`src/rtl/risc_v_multi_cycle.sv`:
```
// Multi-cycle RV32I-subset core with a single shared instruction/data bus.
// Any illegal encoding or misaligned LW/SW stops the core in HALT until reset.
module risc_v_multi_cycle #(
  parameter logic [31:0] RESET_PC   = 32'h0000_0000,
  parameter int          NUM_REGS   = 32,
  parameter int          ADDR_WIDTH = 32
) (
  input  logic                  clk,
  input  logic                  reset,
  output logic                  mem_req,
  output logic                  mem_we,
  output logic [ADDR_WIDTH-1:0] mem_addr,
  output logic [31:0]           mem_wdata,
  input  logic [31:0]           mem_rdata,
  input  logic                  mem_ready,
  output logic [31:0]           pc_out,
  output logic                  instr_retired,
  output logic                  halted
);

  // state  | meaning
  // FETCH  | read instruction at pc into ir
  // DECODE | read rs1/rs2, build immediate, legality check
  // EXEC   | ALU / address / branch / jump target
  // MEM    | data access for LW/SW
  // WB     | register write, sequential pc advance
  // HALT   | stopped until reset
  typedef enum logic [2:0] {FETCH, DECODE, EXEC, MEM, WB, HALT} state_t;

  localparam int RW = (NUM_REGS == 16) ? 4 : 5;

  localparam logic [6:0] OP_R      = 7'b0110011;
  localparam logic [6:0] OP_I      = 7'b0010011;
  localparam logic [6:0] OP_LUI    = 7'b0110111;
  localparam logic [6:0] OP_AUIPC  = 7'b0010111;
  localparam logic [6:0] OP_LOAD   = 7'b0000011;
  localparam logic [6:0] OP_STORE  = 7'b0100011;
  localparam logic [6:0] OP_BRANCH = 7'b1100011;
  localparam logic [6:0] OP_JAL    = 7'b1101111;
  localparam logic [6:0] OP_JALR   = 7'b1100111;

  state_t      state, state_nxt;
  logic [31:0] pc, ir, a, b, imm, result, addr;
  logic [31:0] regs [NUM_REGS];

  logic [6:0]  opcode, f7;
  logic [2:0]  f3;
  logic [4:0]  rd, rs1, rs2;
  logic        legal, use_rs1, use_rs2, use_rd, illegal;
  logic        is_load, is_store, is_branch, is_jal, is_jalr;
  logic [31:0] imm_gen, op2, alu, ls_addr;
  logic        taken;

  assign opcode    = ir[6:0];
  assign rd        = ir[11:7];
  assign f3        = ir[14:12];
  assign rs1       = ir[19:15];
  assign rs2       = ir[24:20];
  assign f7        = ir[31:25];
  assign is_load   = (opcode == OP_LOAD);
  assign is_store  = (opcode == OP_STORE);
  assign is_branch = (opcode == OP_BRANCH);
  assign is_jal    = (opcode == OP_JAL);
  assign is_jalr   = (opcode == OP_JALR);

  always_comb begin
    legal   = 1'b0;
    use_rs1 = 1'b0;
    use_rs2 = 1'b0;
    use_rd  = 1'b0;
    imm_gen = {{20{ir[31]}}, ir[31:20]};
    case (opcode)
      OP_R: begin
        legal   = (f7 == 7'b0000000 && f3 != 3'b011) ||
                  (f7 == 7'b0100000 && (f3 == 3'b000 || f3 == 3'b101));
        use_rs1 = 1'b1;
        use_rs2 = 1'b1;
        use_rd  = 1'b1;
      end
      OP_I: begin
        if (f3 == 3'b001)      legal = (f7 == 7'b0000000);
        else if (f3 == 3'b101) legal = (f7 == 7'b0000000 || f7 == 7'b0100000);
        else                   legal = (f3 != 3'b011);
        use_rs1 = 1'b1;
        use_rd  = 1'b1;
      end
      OP_LUI, OP_AUIPC: begin
        legal   = 1'b1;
        use_rd  = 1'b1;
        imm_gen = {ir[31:12], 12'b0};
      end
      OP_LOAD: begin
        legal   = (f3 == 3'b010);
        use_rs1 = 1'b1;
        use_rd  = 1'b1;
      end
      OP_STORE: begin
        legal   = (f3 == 3'b010);
        use_rs1 = 1'b1;
        use_rs2 = 1'b1;
        imm_gen = {{20{ir[31]}}, ir[31:25], ir[11:7]};
      end
      OP_BRANCH: begin
        legal   = (f3[1] == 1'b0);
        use_rs1 = 1'b1;
        use_rs2 = 1'b1;
        imm_gen = {{19{ir[31]}}, ir[31], ir[7], ir[30:25], ir[11:8], 1'b0};
      end
      OP_JAL: begin
        legal   = 1'b1;
        use_rd  = 1'b1;
        imm_gen = {{11{ir[31]}}, ir[31], ir[19:12], ir[20], ir[30:21], 1'b0};
      end
      OP_JALR: begin
        legal   = (f3 == 3'b000);
        use_rs1 = 1'b1;
        use_rd  = 1'b1;
      end
      default: legal = 1'b0;
    endcase
  end

  // RV32E: any used register index with bit 4 set is out of range
  assign illegal = !legal || ((NUM_REGS == 16) &&
                   ((use_rs1 && rs1[4]) || (use_rs2 && rs2[4]) || (use_rd && rd[4])));

  assign op2     = (opcode == OP_R) ? b : imm;
  assign ls_addr = a + imm;

  always_comb begin
    alu = a + op2;
    case (f3)
      3'b000:  alu = (opcode == OP_R && ir[30]) ? a - op2 : a + op2;
      3'b001:  alu = a << op2[4:0];
      3'b010:  alu = {31'b0, $signed(a) < $signed(op2)};
      3'b100:  alu = a ^ op2;
      3'b101:  alu = ir[30] ? $unsigned($signed(a) >>> op2[4:0]) : a >> op2[4:0];
      3'b110:  alu = a | op2;
      3'b111:  alu = a & op2;
      default: alu = a + op2;
    endcase
  end

  always_comb begin
    case (f3)
      3'b000:  taken = (a == b);
      3'b001:  taken = (a != b);
      3'b100:  taken = $signed(a) < $signed(b);
      3'b101:  taken = $signed(a) >= $signed(b);
      default: taken = 1'b0;
    endcase
  end

  always_comb begin
    state_nxt = state;
    case (state)
      FETCH:  if (mem_ready) state_nxt = DECODE;
      DECODE: state_nxt = illegal ? HALT : EXEC;
      EXEC: begin
        if (is_load || is_store) state_nxt = (ls_addr[1:0] != 2'b00) ? HALT : MEM;
        else if (is_branch)      state_nxt = FETCH;
        else                     state_nxt = WB;
      end
      MEM:    if (mem_ready) state_nxt = is_load ? WB : FETCH;
      WB:     state_nxt = FETCH;
      HALT:   state_nxt = HALT;
      default: state_nxt = HALT;
    endcase
  end

  always_ff @(posedge clk or negedge reset) begin
    if (!reset) begin
      state  <= FETCH;
      pc     <= RESET_PC;
      ir     <= '0;
      a      <= '0;
      b      <= '0;
      imm    <= '0;
      result <= '0;
      addr   <= '0;
      for (int i = 0; i < NUM_REGS; i++) regs[i] <= '0;
    end else begin
      state <= state_nxt;
      case (state)
        FETCH: if (mem_ready) ir <= mem_rdata;
        DECODE: begin
          a   <= regs[rs1[RW-1:0]];
          b   <= regs[rs2[RW-1:0]];
          imm <= imm_gen;
        end
        EXEC: begin
          if (is_load || is_store) addr <= ls_addr;
          else if (is_branch)      pc <= taken ? pc + imm : pc + 32'd4;
          else if (is_jal || is_jalr) begin
            result <= pc + 32'd4;
            pc     <= is_jal ? pc + imm : ls_addr & ~32'd1;
          end
          else if (opcode == OP_LUI)   result <= imm;
          else if (opcode == OP_AUIPC) result <= pc + imm;
          else                         result <= alu;
        end
        MEM: begin
          if (mem_ready) begin
            if (is_load) result <= mem_rdata;
            else         pc <= pc + 32'd4;
          end
        end
        WB: begin
          if (rd != 5'd0) regs[rd[RW-1:0]] <= result;
          if (!(is_jal || is_jalr)) pc <= pc + 32'd4;
        end
        default: ;
      endcase
    end
  end

  // reset gates the bus combinationally so a pending access is dropped at once
  assign mem_req       = reset && (state == FETCH || state == MEM);
  assign mem_we        = reset && (state == MEM) && is_store;
  assign mem_addr      = !reset ? '0 : (state == MEM) ? addr[ADDR_WIDTH-1:0] : pc[ADDR_WIDTH-1:0];
  assign mem_wdata     = (reset && state == MEM && is_store) ? b : 32'd0;
  assign instr_retired = reset && ((state == WB) || (state == EXEC && is_branch) ||
                                   (state == MEM && is_store && mem_ready));
  assign halted        = (state == HALT);
  assign pc_out        = pc;

endmodule

```
`config.mk`:
```
export PLATFORM = sky130hd
export DESIGN_NAME = risc_v_multi_cycle
export DESIGN_NICKNAME = d
export VERILOG_FILES = /design/src/rtl/risc_v_multi_cycle.sv
export SDC_FILE = /design/constraint.sdc
export NUM_CORES = 2
export LEC_CHECK = 0
export BUFFER_PORTS_ARGS = -buffer_cell sky130_fd_sc_hd__buf_2
export CORE_MARGIN = 4
export CORE_UTILIZATION = 58
export CTS_CLUSTER_SIZE = 20
export DETAILED_ROUTE_END_ITERATION = 10
export PLACE_DENSITY = 0.74
export SLEW_MARGIN = 10
export SYNTH_ARGS = -nofsm -noshare
export SYNTH_HDL_FRONTEND = slang
export SYNTH_SLANG_ARGS = --single-unit
```
`constraint.sdc`:
```
create_clock -name clk -period 5.4 [get_ports clk]
set_clock_uncertainty 0.05 [all_clocks]
set_input_delay 0.81 -clock clk [delete_from_list [all_inputs] [get_ports clk]]
set_output_delay 0.81 -clock clk [all_outputs]
set_load 0.05 [all_outputs]
```
==> reports/metrics.csv <==
stage,metric,value,unit
drt,wl_per_cell,37.13,µm
global_route,overflow,0,
logic_synthesis,netlist_instances,6723,
clock_tree,clockBufferDepth,3,
power_and_ir_drop,power_density,559.2,nW/µm²
finish,drive_gt1_share,36.26,%
placement,place_congestion,1.078,
logic_synthesis,synth_seq_area_share,39.46,%
finish,multiInputGateArea,45280,µm²
timing,slew_viol_final,0,
floorplanning,ios,135,
timing,setup_tns,0,ns
drt,drc,0,
power_and_ir_drop,power.clock.fraction,19.7,%
timing,hold_viol,0,
power_and_ir_drop,p_int,26.24,mW
drt,drt_iter0_drc,8302,
floorplanning,dieArea,142700,µm²
timing,holdWs,0.1929,ns
logic_synthesis,synth_mux_area_share,34.38,%
worst_setup_path,cp.arrival,5.83,ns
logic_synthesis,synth-seq-cells,1251,
min_path,hold_path_class,in2reg,
timing,min_period,5.165,ns
floorplanning,fp.dieH,377.8,µm
floorplanning,core,135600,µm²
global_route,grt.total_usage,44.83,%
logic_synthesis,synth_flop_cell,dfrtp_1,
worst_setup_path,crit_required,6.07,ns
timing,slew_headroom,13.73,%
power_and_ir_drop,p_seq_share,30.1,%
logic_synthesis,netlist_area,79320,µm²
global_route,grt_first_pass_wirelength,457.3,mm
logic_synthesis,synthAdderAreaFrac,2.994,%
worst_setup_path,cp-endpoint,result[29],
finish,regArea,31350,µm²
worst_setup_path,cp-end-kind,flop,
timing,period_share,95.65,%
worst_setup_path,ff2ff_setup_slack,0.23,ns
global_route,grt_max_degree,189,
logic_synthesis,yosys_warnings,0,
drt,routed_wl,320.4,mm
logic_synthesis,synth_top_family_by_area,multiplexers,
finish,final_cell_mix,"dfrtp_1, mux2_2, mux4_2",
clock_tree,numCtsBuffers,138,
clock_tree,tritoncts,yes,
power_and_ir_drop,p_sw,22.90,mW
outcome,outcome,completed,
worst_setup_path,r2r_start,ir[2],
floorplanning,die_x,377.8,µm
placement,hpwl,224.5,mm
finish,final_common_cell,dfrtp_1,
placement,preCtsSetupSlack,0.08721,ns
floorplanning,rows,135,
clock_tree,clk_pin_slew,0.06,ns
logic_synthesis,synthXorXnorAreaFrac,1.431,%
worst_setup_path,r2r.worst_path.cells,17,
timing,tightest_slew,1.294,ns
clock_tree,insertion_delay,0.82,ns
logic_synthesis,syn-num-nets,6946,
drt,via_per_inst,7.382,
logic_synthesis,avgSynthCellArea,11.80,µm²
worst_setup_path,r2r-end,result[29],
logic_synthesis,async_flop_share,100.0,%
timing,setup_viol,0,
logic_synthesis,synth_largest_area_cell,dfrtp_1,
timing,max_freq,0.1936,GHz
power_and_ir_drop,combPwrFrac,50.2,%
drt,first_pass_iters,8,
worst_setup_path,cp_max_fo,48,
min_path,worstHoldPathCells,2,
timing,rsz0062_at_grt,no,
drt,ant_nets,0,
floorplanning,start_util,58.48,%
power_and_ir_drop,p_leak,39.43,nW
global_route,antenna_found_initial,25,
logic_synthesis,synth_top_area_share,39.46,%
drt,vias,63710,
clock_tree,htreeDepth,4,
global_route,grt_pass1_vias,63460,
run,cap_violations,0,
clock_tree,cts.sink_count,1251,
worst_setup_path,crit_path_start_kind,flop,
worst_setup_path,crit_path_start,ir[2],
logic_synthesis,ys_types,104,
logic_synthesis,synthSimpleGateAreaFrac,7.343,%
timing,setup_slack,0.2347,ns
finish,area_growth,10.76,%
logic_synthesis,synth_edf_count,0,
power_and_ir_drop,p_total,49.13,mW
logic_synthesis,synth_area_leaders,"dfrtp_1, mux4_2, mux2_2",
power_and_ir_drop,sw_frac_of_total,46.60,%
worst_setup_path,critPathKind,reg2reg,
finish,fill_cells,10070,
finish,nets,6958,
power_and_ir_drop,max-vdd-ir-drop,392.3,µV
clock_tree,root_buffer,clkbuf_16,
placement,io_buffers,134,
logic_synthesis,synth_compound_area_share,10.56,%
-- area by class of cell --
cell class / instances / area share (%)
Inverter: 182 / 0.7776
Antenna cell: 13 / 0.03703
Clock inverter: 46 / 0.7448
Clock buffer: 195 / 4.473
Timing Repair Buffer: 479 / 4.218
Sequential cell: 1251 / 35.68
Multi-Input combinational cell: 4683 / 51.54
Tap cell: 1781 / 2.536
-- worst min path at each step --
stage / start / to / slack, ns
2_1_floorplan: regs[1000] / regs[1000] / 0.39
3_3_place_gp: regs[993] / regs[993] / 0.33
3_5_place_dp: regs[1015] / regs[1015] / 0.33
4_1_cts: mem_rdata[18] / ir[18] / 0.15
5_1_grt: mem_rdata[18] / ir[18] / 0.20
6_report: mem_rdata[18] / ir[18] / 0.19
-- stage by stage --
step / util [%] / instances / instance area, µm²
final: 64.78 / 8630 / 87860
after global routing: 64.75 / 8618 / 87830
after CTS: 64.74 / 8617 / 87820
after detailed placement: 61.36 / 8375 / 83220
after global placement: 61.36 / 8375 / 83220
after floorplan: - / 6723 / 79320
-- timing repair --
| item | CTS | global route |
|---|---|---|
| hold buffers | 1 | 0 |
| gates resized for setup | 0 | 3 |
| hold endpoints to repair | 49 | 0 |
| setup endpoints to repair | 0 | 2 |
| buffers inserted | 0 | 0 |
-- synth_stat cells, types with 57 or more instances --
| master | count |
|---|---|
| ha_1 | 185 |
| mux2i_1 | 107 |
| inv_1 | 175 |
| mux2_2 | 1035 |
| a21oi_1 | 392 |
| nor2_1 | 291 |
| nor3_1 | 76 |
| o21ai_0 | 323 |
| mux4_2 | 646 |
| nand2_1 | 497 |
| a21o_1 | 78 |
| xnor2_1 | 82 |
| nand3_1 | 133 |
| dfrtp_1 | 1251 |
| clkbuf_1 | 412 |
| o211ai_1 | 57 |
| buf_1 | 151 |
-- critical path, stage by stage, from the launching register on --
cell       delay [ns]
dfrtp_1          0.48
and4bb_4         0.54
nand2_2          0.25
buf_12           0.25
nor2_1           0.13
a21o_1           0.12
inv_1            0.06
ha_1             0.59
nand4_1          0.28
nor4_1           0.44
nand2_1          0.10
a21oi_1          0.30
o2111ai_1        0.27
a31oi_1          0.22
o21ai_0          0.10
o41a_1           0.16
or4b_1           0.49
a31oi_1          0.18
-- power groups by stage --
stage	sequential, mW	clock, mW	combinational, mW
floorplan	12.8	0	16.1
global placement	14.6	0	23.8
detailed placement	14.7	0	23.8
CTS	14.6	9.75	24.0
global route	14.9	10.1	25.7
finish	14.8	9.66	24.7
-- flip-flops by register name (all words and copies together), names as in the netlist --
name and cells:
a 32, addr 32, b 32, imm 32, ir 32, pc_out 32, regs 1024, result 32
state 3
-- per-layer routing --
metal  GRT usage (%)  vias up  wire length, µm
met1           59.75    32910           121800
met2           65.76     4241           139400
met4           26.89        8            23040
met5               0        -               47
li1                -    25460                -
met3           12.68     1082            36150
-- logic make-up after synthesis --
| kind of cell | after synthesis |
|---|---|
| simple gates | 1264 |
| flops | 1251 |
| compound gates | 1315 |
| fa+ha+maj | 188 |
| mux | 1788 |
| xor+xnor | 128 |
| buf+inv | 789 |
(Power assumes the default switching activity.)
